`src/rtl/rf_write_arbiter.sv`:
```
// Shares the register-file write port between the ALU and data-memory load paths.
// One-entry buffer per requester; round-robin on contention, age order on same-register collisions.
module rf_write_arbiter #(
  parameter int unsigned DATA_W = 32,
  parameter int unsigned ADDR_W = 5
) (
  input  logic                     clk,
  input  logic                     rst,
  input  logic                     alu_valid,
  output logic                     alu_ready,
  input  logic [ADDR_W-1:0]        alu_reg,
  input  logic [DATA_W-1:0]        alu_data,
  input  logic                     dm_valid,
  output logic                     dm_ready,
  input  logic [ADDR_W-1:0]        dm_reg,
  input  logic [DATA_W-1:0]        dm_data,
  output logic                     reg_write,
  output logic [ADDR_W-1:0]        write_reg,
  output logic [DATA_W-1:0]        write_data,
  output logic [(1<<ADDR_W)-1:0]   pending
);

  localparam int unsigned NREG = 1 << ADDR_W;

  logic              alu_full, dm_full;
  logic              alu_older, dm_older;
  logic              prio;
  logic [ADDR_W-1:0] alu_reg_q, dm_reg_q;
  logic [DATA_W-1:0] alu_data_q, dm_data_q;

  logic grant_alu, grant_dm, grant_any;
  logic alu_load, dm_load;
  logic alu_full_nxt, dm_full_nxt;

  // Grant from buffer flops only, so ready never depends on valid
  always_comb begin
    grant_alu = 1'b0;
    grant_dm  = 1'b0;
    if (alu_full && dm_full) begin
      if (alu_reg_q == dm_reg_q) grant_dm = dm_older || !alu_older;
      else                       grant_dm = !prio;
      grant_alu = !grant_dm;
    end else begin
      grant_alu = alu_full;
      grant_dm  = dm_full;
    end
  end

  assign grant_any = grant_alu || grant_dm;
  assign alu_ready = !alu_full || grant_alu;
  assign dm_ready  = !dm_full  || grant_dm;

  // Writes to register 0 complete the handshake but never occupy a buffer
  assign alu_load = alu_valid && alu_ready && (alu_reg != '0);
  assign dm_load  = dm_valid  && dm_ready  && (dm_reg  != '0);

  assign alu_full_nxt = alu_load || (alu_full && !grant_alu);
  assign dm_full_nxt  = dm_load  || (dm_full  && !grant_dm);

  always_ff @(posedge clk) begin
    if (rst) begin
      alu_full   <= 1'b0;
      dm_full    <= 1'b0;
      alu_older  <= 1'b0;
      dm_older   <= 1'b0;
      prio       <= 1'b0;
      alu_reg_q  <= '0;
      dm_reg_q   <= '0;
      alu_data_q <= '0;
      dm_data_q  <= '0;
      reg_write  <= 1'b0;
      write_reg  <= '0;
      write_data <= '0;
    end else begin
      alu_full <= alu_full_nxt;
      dm_full  <= dm_full_nxt;

      if (alu_load) begin
        alu_reg_q  <= alu_reg;
        alu_data_q <= alu_data;
      end
      if (dm_load) begin
        dm_reg_q  <= dm_reg;
        dm_data_q <= dm_data;
      end

      // A fresh entry is younger than whatever stays buffered beside it
      if (alu_load && dm_load) begin
        dm_older  <= 1'b1;
        alu_older <= 1'b0;
      end else if (alu_load) begin
        alu_older <= 1'b0;
        dm_older  <= dm_full_nxt;
      end else if (dm_load) begin
        dm_older  <= 1'b0;
        alu_older <= alu_full_nxt;
      end

      if (grant_dm)       prio <= 1'b1;
      else if (grant_alu) prio <= 1'b0;

      reg_write <= grant_any;
      if (grant_dm) begin
        write_reg  <= dm_reg_q;
        write_data <= dm_data_q;
      end else if (grant_alu) begin
        write_reg  <= alu_reg_q;
        write_data <= alu_data_q;
      end
    end
  end

  // Registers with a write buffered or on the output stage
  always_comb begin
    pending = '0;
    if (alu_full)  pending[alu_reg_q] = 1'b1;
    if (dm_full)   pending[dm_reg_q]  = 1'b1;
    if (reg_write) pending[write_reg] = 1'b1;
    pending[0] = 1'b0;
  end

  logic unused_nreg;
  assign unused_nreg = (NREG == 0);

endmodule

```
`config.mk`:
```
export PLATFORM = sky130hd
export DESIGN_NAME = rf_write_arbiter
export DESIGN_NICKNAME = d
export VERILOG_FILES = /design/src/rtl/rf_write_arbiter.sv
export SDC_FILE = /design/constraint.sdc
export NUM_CORES = 1
export LEC_CHECK = 0
export BUFFER_PORTS_ARGS = -buffer_cell sky130_fd_sc_hd__buf_2
export CAP_MARGIN = 20
export CORE_MARGIN = 8
export CORE_UTILIZATION = 40
export DETAILED_ROUTE_END_ITERATION = 16
export HOLD_SLACK_MARGIN = 0.1
export PLACE_DENSITY = 0.61
export SETUP_SLACK_MARGIN = 0.3
export SYNTH_ARGS = -nofsm -noshare
export SYNTH_HDL_FRONTEND = slang
export SYNTH_SLANG_ARGS = --single-unit
```
`constraint.sdc`:
```
create_clock -name clk -period 2.7 [get_ports clk]
set_input_delay 0.81 -clock clk [delete_from_list [all_inputs] [get_ports clk]]
set_output_delay 0.81 -clock clk [all_outputs]
set_load 0.05 [all_outputs]
```
==> flow_summary.yaml <==
power:
  internal_power_uw: 3700
  total_leakage_power_uw: 0.00422
  vdd_drop_max_uv: 498
  fin_total_pwr_uw: 5310
  power_frac_comb: 0.221
  power_switching_share: 0.302
  clkPwrFrac: 0.406
  p_sw_uw: 1600
  power-per-cell-area_nw_per_um2: 528
  seqPwrFrac: 0.372
die:
  core_um2: 17200
  die_w_um: 148
  ioPinCount: 150
  rows: 48
  die-area_um2: 21900
  start_util: 0.405
  dieHeight_um: 148
logic_synthesis:
  netlist_area_um2: 6960
  syn_avg_cell_area_um2: 8.07
  synth_top_area_frac: 0.336
  synth_nets: 941
  synth-edff-count: 0
  yosys.area.top_type: "dfxtp_1"
  syn_inst: 863
  synth.most_common_cell: "nand2_1"
  synth.area.top_cells: "dfxtp_1 34%, mux2i_1 15%, nand2_1 11%"
  yosysWarnings: 0
  yosysSeqAreaShare: 0.336
  synth_cell_types: 45
  synth-main-ff-cell: "dfxtp_1"
  async_reset_ff_frac: 0
  ys_ff_latch: 117
  synthTopCellsByCount: "205 x nand2_1, 117 x dfxtp_1, 106 x mux2i_1"
clock_network:
  clk_pin_slew_worst_paths_ns: 0.05
  cts_tree: "built"
  cts_sinks: 117
  cts_buffer_depth: 2
  cts_hold_buf: 0
  cts_buffers: 17
  htreeDepth: 4
  clk_latency_ns: 0.42
  cts-root-buf: "clkbuf_16"
timing:
  slew_viol_final: 0
  fmax_mhz: 356
  rsz0062_at_grt: "yes"
  min_period_over_period: 1.04
  worst_pin_slew_ns: 0.668
  finalWorstSetupSlack_ns: -0.112
  finalHoldViolations: 0
  slew_headroom: 0.555
  finalSetupViolations: 3
  fin_worst_skew_ns: 0.00836
  min_period_ns: 2.81
detailed_routing:
  totalWireLength_um: 25200
  num_vias: 7424
  firstDrtPassIters: 5
  drtAntennaViolNets: 0
  dr.first_iter.drc_count: 596
  drt-vias-per-instance: 5.74
  post_drt_wl_per_cell_um: 19.5
  drc: 0
placed_design:
  dp_hpwl_um: 14700
  portBuffers: 148
  pre_cts_slack_ns: 0.122
  placed_area_um2: 8130
  gp_congestion: 0.840
  dp_cells: 1200
critical_path:
  worstPathArrival_ns: 2.00
  worstPathRequired_ns: 1.89
  worstSetupEndpointType: "primary output"
  criticalPathCategory: "flip-flop to primary output"
  crit_path_start_kind: "flip-flop"
  cp_max_fo: 4
flow_run:
  maxCapViolations: 0
run_status:
  outcome: "complete, but fails checks"
  violations: "setup timing"
global_routing:
  grtUsageTotal: 0.216
  grt_max_degree: 46
  grt_pass1_wl_um: 38500
  antenna_found_initial: 0
  grt_pass1_vias: 7421
  grt-ovfl-total: 0
final_layout:
  final_core_util: 0.585
  design_area_um2: 10000
  final_layout_size_suffix_gt1_frac: 0.400
  area_growth_syn_to_layout_pct: 44.2
  reg.largest.list: "alu_data_q x32, dm_data_q x32, write_data x32"
  fill_cells: 1532
  instances_no_fill: 1294
  nets: 1135
  antennaDiodeCount: 0
hold_path:
  hp-class: "flip-flop to flip-flop"
[path summary, 6_finish.rpt]
check,from,endpoint,slack [ns],depth (start not counted)
max,dm_reg_q[1],pending[19],-0.11,7
min,dm_older,dm_older,0.46,2
max reg2reg,dm_reg_q[0],dm_data_q[21],0.38,6
min reg2reg,dm_older,dm_older,0.46,2
[power by group through the flow]
stage	Clock, µW	Sequential, µW	Combinational, µW
after floorplan	0	2100	577
after global routing	2260	1990	1250
after detailed placement	0	2000	985
after CTS	2180	1970	1110
after global placement	0	1990	977
final	2160	1970	1170
[layer usage]
layer	vias up	part of all wire	global-route usage
li1	3483	-	-
met1	3534	0.43	0.273
met2	350	0.48	0.354
met3	57	0.071	0.0501
met4	0	0.023	0.0806
met5	-	0	0
[worst max-delay path, cell delays in order, from the launching register on]
cell      delay [ns]
dfxtp_2         0.32
buf_4           0.13
buf_8           0.13
inv_8           0.06
nor2_4          0.05
a222oi_1        0.59
inv_2           0.11
buf_8           0.18
[kinds of logic (layout without fill, tap and decap cells)]
| group | Yosys count | in the layout | synth area share |
|---|---|---|---|
| AOI/OAI and AO/OA | 203 | 203 | 0.201 |
| and+or+nand+nor | 302 | 302 | 0.183 |
| buffers and inverters | 93 | 299 | 0.0629 |
| muxes | 142 | 142 | 0.211 |
| other | 1 | 1 | 0.000539 |
| DFF | 117 | 117 | 0.336 |
| xor gates and xnor gates | 5 | 5 | 0.00629 |
[final cells by class]
class	count	area, µm²	share of cell area
multi-input combinational	653	4650	0.463
sequential	117	2370	0.236
timing repair buffer	256	2130	0.212
clock buffer	27	473	0.0471
tap	225	282	0.0280
clock inverter	4	72.6	0.00723
inverter	12	60.1	0.00598
[cell usage in the layout (no fill, tap or decap), types with 3 or more instances in the layout]
master,count
buf_4,59
dfxtp_2,15
nand2_1,186
and3_1,3
and3_4,4
nor2_1,40
inv_2,3
a22oi_2,25
xnor2_1,3
mux2_2,36
o211ai_1,3
clkbuf_16,18
nor2_4,7
mux2i_1,106
buf_12,10
nor3b_4,8
a22oi_1,38
clkbuf_1,9
nor2_2,4
inv_1,6
buf_2,115
and3b_2,4
a32oi_1,36
dfxtp_1,99
a21oi_1,77
nand2_2,18
buf_6,48
dfxtp_4,3
nor3b_2,3
buf_8,23
o21ai_0,4
a222oi_1,4
[metrics by stage]
stage               setup TNS, ns  hold slack, ns
floorplan                       0           0.425
global placement                0           0.446
detailed placement              0           0.453
CTS                       -0.0155           0.463
global route               -0.300           0.496
finish                     -0.155           0.465
[repair_timing]
action / CTS / global route
hold endpoints to repair: 0 / 0
pin swaps: 52 / 38
setup buffers: 41 / 20
resized for setup: 196 / 38
endpoints found under the setup margin: 33 / 33
gates cloned: 1 / 1
Note: power is estimated with default switching activity, not from simulation.
